==> config.mk <==
export PLATFORM = sky130hd
export DESIGN_NAME = mdu_iter
export DESIGN_NICKNAME = d
export VERILOG_FILES = /design/src/rtl/mdu_iter.sv
export SDC_FILE = /design/constraint.sdc
export NUM_CORES = 1
export LEC_CHECK = 0
export CORE_MARGIN = 2
export CORE_UTILIZATION = 35
export DETAILED_ROUTE_END_ITERATION = 8
export GPL_TIMING_DRIVEN = 0
export SYNTH_ARGS = -nofsm -noshare
export SYNTH_HDL_FRONTEND = slang
export SYNTH_SLANG_ARGS = --single-unit
==> constraint.sdc <==
create_clock -name clk -period 4.6 [get_ports clk]
set_input_delay 0.92 -clock clk [delete_from_list [all_inputs] [get_ports clk]]
set_output_delay 0.92 -clock clk [all_outputs]
set_load 0.02 [all_outputs]
==> src/rtl/mdu_iter.sv <==
// rtl/mdu_iter.sv - iterative radix-2 multiply/divide unit for the Execute stage
// Optional MDU_EARLY_OUT_EN: x/0, signed overflow and multiply-by-zero bypass CALC/FIX.
module mdu_iter #(
  parameter int XLEN = 32,
  parameter int TAGW = 5
) (
  input  logic            clk,
  input  logic            rst,
  input  logic            start_i,
  input  logic [2:0]      op_i,
  input  logic [XLEN-1:0] a_i,
  input  logic [XLEN-1:0] b_i,
  input  logic [TAGW-1:0] rd_i,
  input  logic            flush_i,
  output logic            busy_o,
  output logic            valid_o,
  output logic [XLEN-1:0] result_o,
  output logic [TAGW-1:0] rd_o
);

  localparam int countW = $clog2(XLEN);
  localparam logic [XLEN-1:0] minNeg = {1'b1, {(XLEN-1){1'b0}}};

  typedef enum logic [1:0] {IDLE, CALC, FIX, DONE} stateT;

  stateT               state;
  logic [countW-1:0]   count;
  logic [2:0]          opQ;
  logic [TAGW-1:0]     rdQ;
  logic                signA, signB, divZero, divOvf;
  logic [XLEN-1:0]     bMag, aRaw;
  logic [2*XLEN-1:0]   acc;
  logic                validQ, busyQ;
  logic [XLEN-1:0]     resultQ;
  logic [TAGW-1:0]     rdOutQ;

  // Operand decode for a new request
  logic            inIsDiv, inSigned, inNegA, inNegB, inDivZero, inDivOvf;
  logic [XLEN-1:0] inMagA, inMagB;

  assign inIsDiv   = op_i[2];
  assign inSigned  = (op_i == 3'b001) || (op_i == 3'b100) || (op_i == 3'b110);
  assign inNegA    = inSigned && a_i[XLEN-1];
  assign inNegB    = inSigned && b_i[XLEN-1];
  assign inMagA    = inNegA ? -a_i : a_i;
  assign inMagB    = inNegB ? -b_i : b_i;
  assign inDivZero = inIsDiv && (b_i == '0);
  assign inDivOvf  = inIsDiv && inSigned && (a_i == minNeg) && (b_i == '1);

  logic            inEarly;
  logic [XLEN-1:0] inEarlyResult;

`ifdef MDU_EARLY_OUT_EN
  always_comb begin
    inEarly       = 1'b0;
    inEarlyResult = '0;
    if (inDivZero) begin
      inEarly       = 1'b1;
      inEarlyResult = op_i[1] ? a_i : '1;
    end else if (inDivOvf) begin
      inEarly       = 1'b1;
      inEarlyResult = op_i[1] ? '0 : a_i;
    end else if (!inIsDiv && ((a_i == '0) || (b_i == '0))) begin
      inEarly       = 1'b1;
    end
  end
`else
  assign inEarly       = 1'b0;
  assign inEarlyResult = '0;
`endif

  // One iteration: shift-add for multiply, restoring shift-subtract for divide.
  // Divide keeps the partial remainder in the upper half and shifts quotient bits into the lower half.
  logic [XLEN:0]     mulSum, remShift, remDiff;
  logic [2*XLEN-1:0] accNext;

  always_comb begin
    mulSum   = {1'b0, acc[2*XLEN-1:XLEN]} + (acc[0] ? {1'b0, bMag} : '0);
    remShift = acc[2*XLEN-1:XLEN-1];
    remDiff  = remShift - {1'b0, bMag};
    if (opQ[2]) begin
      if (remDiff[XLEN])
        accNext = {remShift[XLEN-1:0], acc[XLEN-2:0], 1'b0};
      else
        accNext = {remDiff[XLEN-1:0], acc[XLEN-2:0], 1'b1};
    end else begin
      accNext = {mulSum, acc[XLEN-1:1]};
    end
  end

  logic [2*XLEN-1:0] prodSigned;
  logic [XLEN-1:0]   quot, rem, fixResult;

  always_comb begin
    prodSigned = (signA ^ signB) ? -acc : acc;
    quot       = (signA ^ signB) ? -acc[XLEN-1:0] : acc[XLEN-1:0];
    rem        = signA ? -acc[2*XLEN-1:XLEN] : acc[2*XLEN-1:XLEN];
    fixResult  = '0;
    if (opQ[2]) begin
      if (divZero)
        fixResult = opQ[1] ? aRaw : '1;
      else if (divOvf)
        fixResult = opQ[1] ? '0 : aRaw;
      else
        fixResult = opQ[1] ? rem : quot;
    end else if (opQ[1:0] == 2'b01 || opQ[1:0] == 2'b10) begin
      fixResult = prodSigned[2*XLEN-1:XLEN];
    end else begin
      fixResult = prodSigned[XLEN-1:0];
    end
  end

  always_ff @(posedge clk) begin
    if (rst) begin
      state   <= IDLE;
      count   <= '0;
      opQ     <= '0;
      rdQ     <= '0;
      signA   <= 1'b0;
      signB   <= 1'b0;
      divZero <= 1'b0;
      divOvf  <= 1'b0;
      bMag    <= '0;
      aRaw    <= '0;
      acc     <= '0;
      validQ  <= 1'b0;
      busyQ   <= 1'b0;
      resultQ <= '0;
      rdOutQ  <= '0;
    end else begin
      validQ <= 1'b0;
      case (state)
        IDLE, DONE: begin
          if (start_i && !flush_i) begin
            opQ     <= op_i;
            rdQ     <= rd_i;
            signA   <= inNegA;
            signB   <= inNegB;
            divZero <= inDivZero;
            divOvf  <= inDivOvf;
            bMag    <= inMagB;
            aRaw    <= a_i;
            acc     <= {{XLEN{1'b0}}, inMagA};
            if (inEarly) begin
              state   <= DONE;
              resultQ <= inEarlyResult;
              rdOutQ  <= rd_i;
              validQ  <= 1'b1;
              busyQ   <= 1'b0;
            end else begin
              state <= CALC;
              count <= countW'(XLEN - 1);
              busyQ <= 1'b1;
            end
          end else begin
            state <= IDLE;
            busyQ <= 1'b0;
          end
        end
        CALC: begin
          if (flush_i) begin
            state <= IDLE;
            busyQ <= 1'b0;
          end else begin
            acc   <= accNext;
            count <= count - countW'(1);
            if (count == '0)
              state <= FIX;
          end
        end
        FIX: begin
          busyQ <= 1'b0;
          if (flush_i) begin
            state <= IDLE;
          end else begin
            state   <= DONE;
            resultQ <= fixResult;
            rdOutQ  <= rdQ;
            validQ  <= 1'b1;
          end
        end
        default: begin
          state <= IDLE;
          busyQ <= 1'b0;
        end
      endcase
    end
  end

  // A flush arriving during the DONE cycle must still be able to kill the strobe.
  assign valid_o  = validQ && !flush_i;
  assign busy_o   = busyQ;
  assign result_o = resultQ;
  assign rd_o     = rdOutQ;

endmodule
==> metrics.csv <==
metric;value;unit
relSlewSlack;3.16;%
worst_slack;76.7;ps
drv_cap;0;
routed_via_density;5.89;
rsz0062_at_grt;false;
drc;0;
rr_startpoint;acc[31]$_SDFFE_PP0P_;
core_area;44200;um2
grt_max_degree;17;
syn_area;15700;um2
r2r-end;acc[56]$_SDFFE_PP0P_;
gp_congestion;0.992;
yosys_warnings;0;
critPathCaptureType;flip-flop;
cts_tree;done;
syn-instance-count;2181;
dr_total_vias;17205;
cts_max_level;4;
row_count;77;
clkSinkCount;186;
period_share;98.3;%
status;complete, no violations;
wire_per_inst;22.7;um
hold_buffers;0;
hold_violations;0;
synth_seq_area_share;23.7;%
critPathArrivalTime;4880;ps
finalCriticalPeriod;4520;ps
worstRegToRegCells;13;
ys_ff_latch;186;
postRouteAntennaNets;0;
hold_class;flip-flop to flip-flop;
drive_gt1_share;2.88;%
maxSlewViolCount;0;
grt.total_usage;28.1;%
first_pass_iters;6;
die_x;216;um
synth-edff-count;0;
area_delta_synth_final;16.0;%
fin_nets;2465;
skew;16.5;ps
synthArstFlopShare;0;%
start_util;35.5;%
synth_top_cell_area_share;23.7;%
place_hpwl;53100;um
whs_endpoint;rd_o[4]$_SDFFE_PP0P_;
p_leak;6.60;nW
final_util;41.1;%
clockRootBuffer;clkbuf_16;
tightest_slew;1450;ps
p_per_area;244;nW/um2
synth.largest_area_cell;dfxtp_1;
grt_pass1_wl;98800;um
pin_count;115;
vdd_drop_max;0.188;mV
grt_pass1_vias;15921;
preCtsSetupSlack;-25.3;ps
antenna_found_initial;1;
synth_ff_type;dfxtp_1;
io_buffers;114;
die_area;46500;um2
synth_nets;2332;
cp_max_fo;10;
ff2ff_setup_slack;80;ps
hold_depth;2;
setup_tns;0;ps
yosys-top-cells-count;nand2_1, a21oi_1, nor2_1;
synth_cell_types;87;
numCtsBuffers;17;
dr.first_iter.drc_count;1576;
crit_type;flip-flop to flip-flop;
die_h;216;um
clock.fmax;221;MHz
startpoint_type;flip-flop;
clock_latency;480;ps
cts_buffer_depth;2;
grt.overflow.total;0;
postCtsSetupBuffers;0;
cp.required;4960;ps
routed_wl;66300;um
diodes;0;
clk_pin_slew_worst_paths;70;ps
hold_start;rdQ[4]$_SDFFE_PP0P_;
avgSynthCellArea;7.19;um2
finalSetupViolCount;0;
yosys-top-cells-area;dfxtp_1, nand2_1, a21oi_1;
yosysMostFrequentCell;nand2_1;
==> state kept, by name, indices dropped and copies added, names as in the netlist <==
| name | count |
|---|---|
| count | 5 |
| rdQ | 5 |
| result_o | 32 |
| validQ | 1 |
| divOvf | 1 |
| divZero | 1 |
| bMag | 32 |
| rd_o | 5 |
| signA | 1 |
| busy_o | 1 |
| acc | 64 |
| state | 2 |
| opQ | 3 |
| aRaw | 32 |
| signB | 1 |
==> routing by layer <==
| layer | track usage [%] | wire length, um |
|---|---|---|
| met1 | 39.6 | 30600 |
| met2 | 43.9 | 29200 |
| met3 | 4.71 | 4990 |
| met4 | 7.68 | 1500 |
| met5 | 0 | 0 |
==> power breakdown <==
group	switching, mW	leakage [nW]	internal, mW	total (mW)
logic	0.694	4.79	0.382	1.08
clock network	0.728	0.294	0.891	1.62
registers	0.0681	1.51	1.67	1.74
total	1.49	6.60	2.95	4.44
==> how the worst max path moves through the flow <==
stage                               from                   endpoint
global placement     acc[0]$_SDFFE_PP0P_  result_o[26]$_SDFFE_PP0P_
finish              acc[31]$_SDFFE_PP0P_       acc[56]$_SDFFE_PP0P_
global route        acc[31]$_SDFFE_PP0P_       acc[56]$_SDFFE_PP0P_
floorplan            acc[0]$_SDFFE_PP0P_       acc[60]$_SDFFE_PP0P_
detailed placement   acc[0]$_SDFFE_PP0P_  result_o[26]$_SDFFE_PP0P_
CTS                 acc[31]$_SDFFE_PP0P_        acc[0]$_SDFFE_PP0P_
==> critical path, stage by stage, from the launching register on <==
cell      delay [ps]
dfxtp_1          510
inv_1            240
ha_1             290
fa_1             400
nand2b_1         200
a21oi_1          350
o21ba_2          260
o211ai_1         170
o211a_1          230
o21ai_1          330
xnor2_1          370
clkbuf_1         620
a21oi_1          150
o21ai_0          290
==> area by class of cell <==
| cell class | instances | area, um2 |
|---|---|---|
| fill | 4702 | 26000 |
| tap | 592 | 741 |
| clock buffer | 20 | 457 |
| multi-input combinational | 1758 | 11100 |
| timing repair buffer | 114 | 1140 |
| sequential | 186 | 3720 |
| inverter | 68 | 255 |
| buffer | 169 | 658 |
| clock inverter | 12 | 161 |
==> metrics by stage <==
| step | hold WS (ps) | power, mW | cell area (um2) | std cells |
|---|---|---|---|---|
| after global placement | 441 | 2.81 | 17600 | 2887 |
| after global routing | 471 | 4.61 | 18200 | 2919 |
| after detailed placement | 449 | 2.82 | 17600 | 2887 |
| final | 458 | 4.44 | 18200 | 2919 |
| after CTS | 461 | 4.43 | 18200 | 2919 |
| after floorplan | 432 | 2.42 | 15700 | 2181 |
==> logic make-up (layout without fill, tap and decap cells) <==
| logic type | count (synthesis) | after routing | share of synthesized area [%] |
|---|---|---|---|
| adders and majority gates | 75 | 75 | 6.08 |
| buffers and inverters | 237 | 383 | 5.80 |
| xor gates and xnor gates | 209 | 209 | 11.7 |
| muxes | 37 | 37 | 2.37 |
| and+or+nand+nor | 739 | 739 | 21.7 |
| DFF | 186 | 186 | 23.7 |
| AOI/OAI and AO/OA | 698 | 698 | 28.6 |
==> layout by cell type (no fill, tap or decap), types with 12 or more instances in the layout <==
cell type	instances
o21ai_1	13
nor4_1	19
clkbuf_1	147
a22oi_1	13
xnor2_1	108
buf_1	14
o211ai_1	49
a2111oi_0	12
a211oi_1	44
xor2_1	101
nand2b_1	26
a31oi_1	19
nor2_1	199
inv_1	67
dfxtp_1	186
nand2_1	313
clkbuf_16	17
a21o_1	42
a221o_1	13
nand3_1	33
o22ai_1	17
nor3_1	34
nand4_1	21
o31ai_1	28
or3_1	16
and3_1	14
a21oi_1	234
o21a_1	14
mux2i_1	36
clkdlybuf4s50_1	114
ha_1	73
o21ai_0	115
==> what timing repair did <==
action                     4_1_cts  5_1_grt
gates resized for setup          1        6
setup endpoints to repair        1        7
hold endpoints to repair         0        0
No activity file was read; power rests on OpenSTA's default activity.
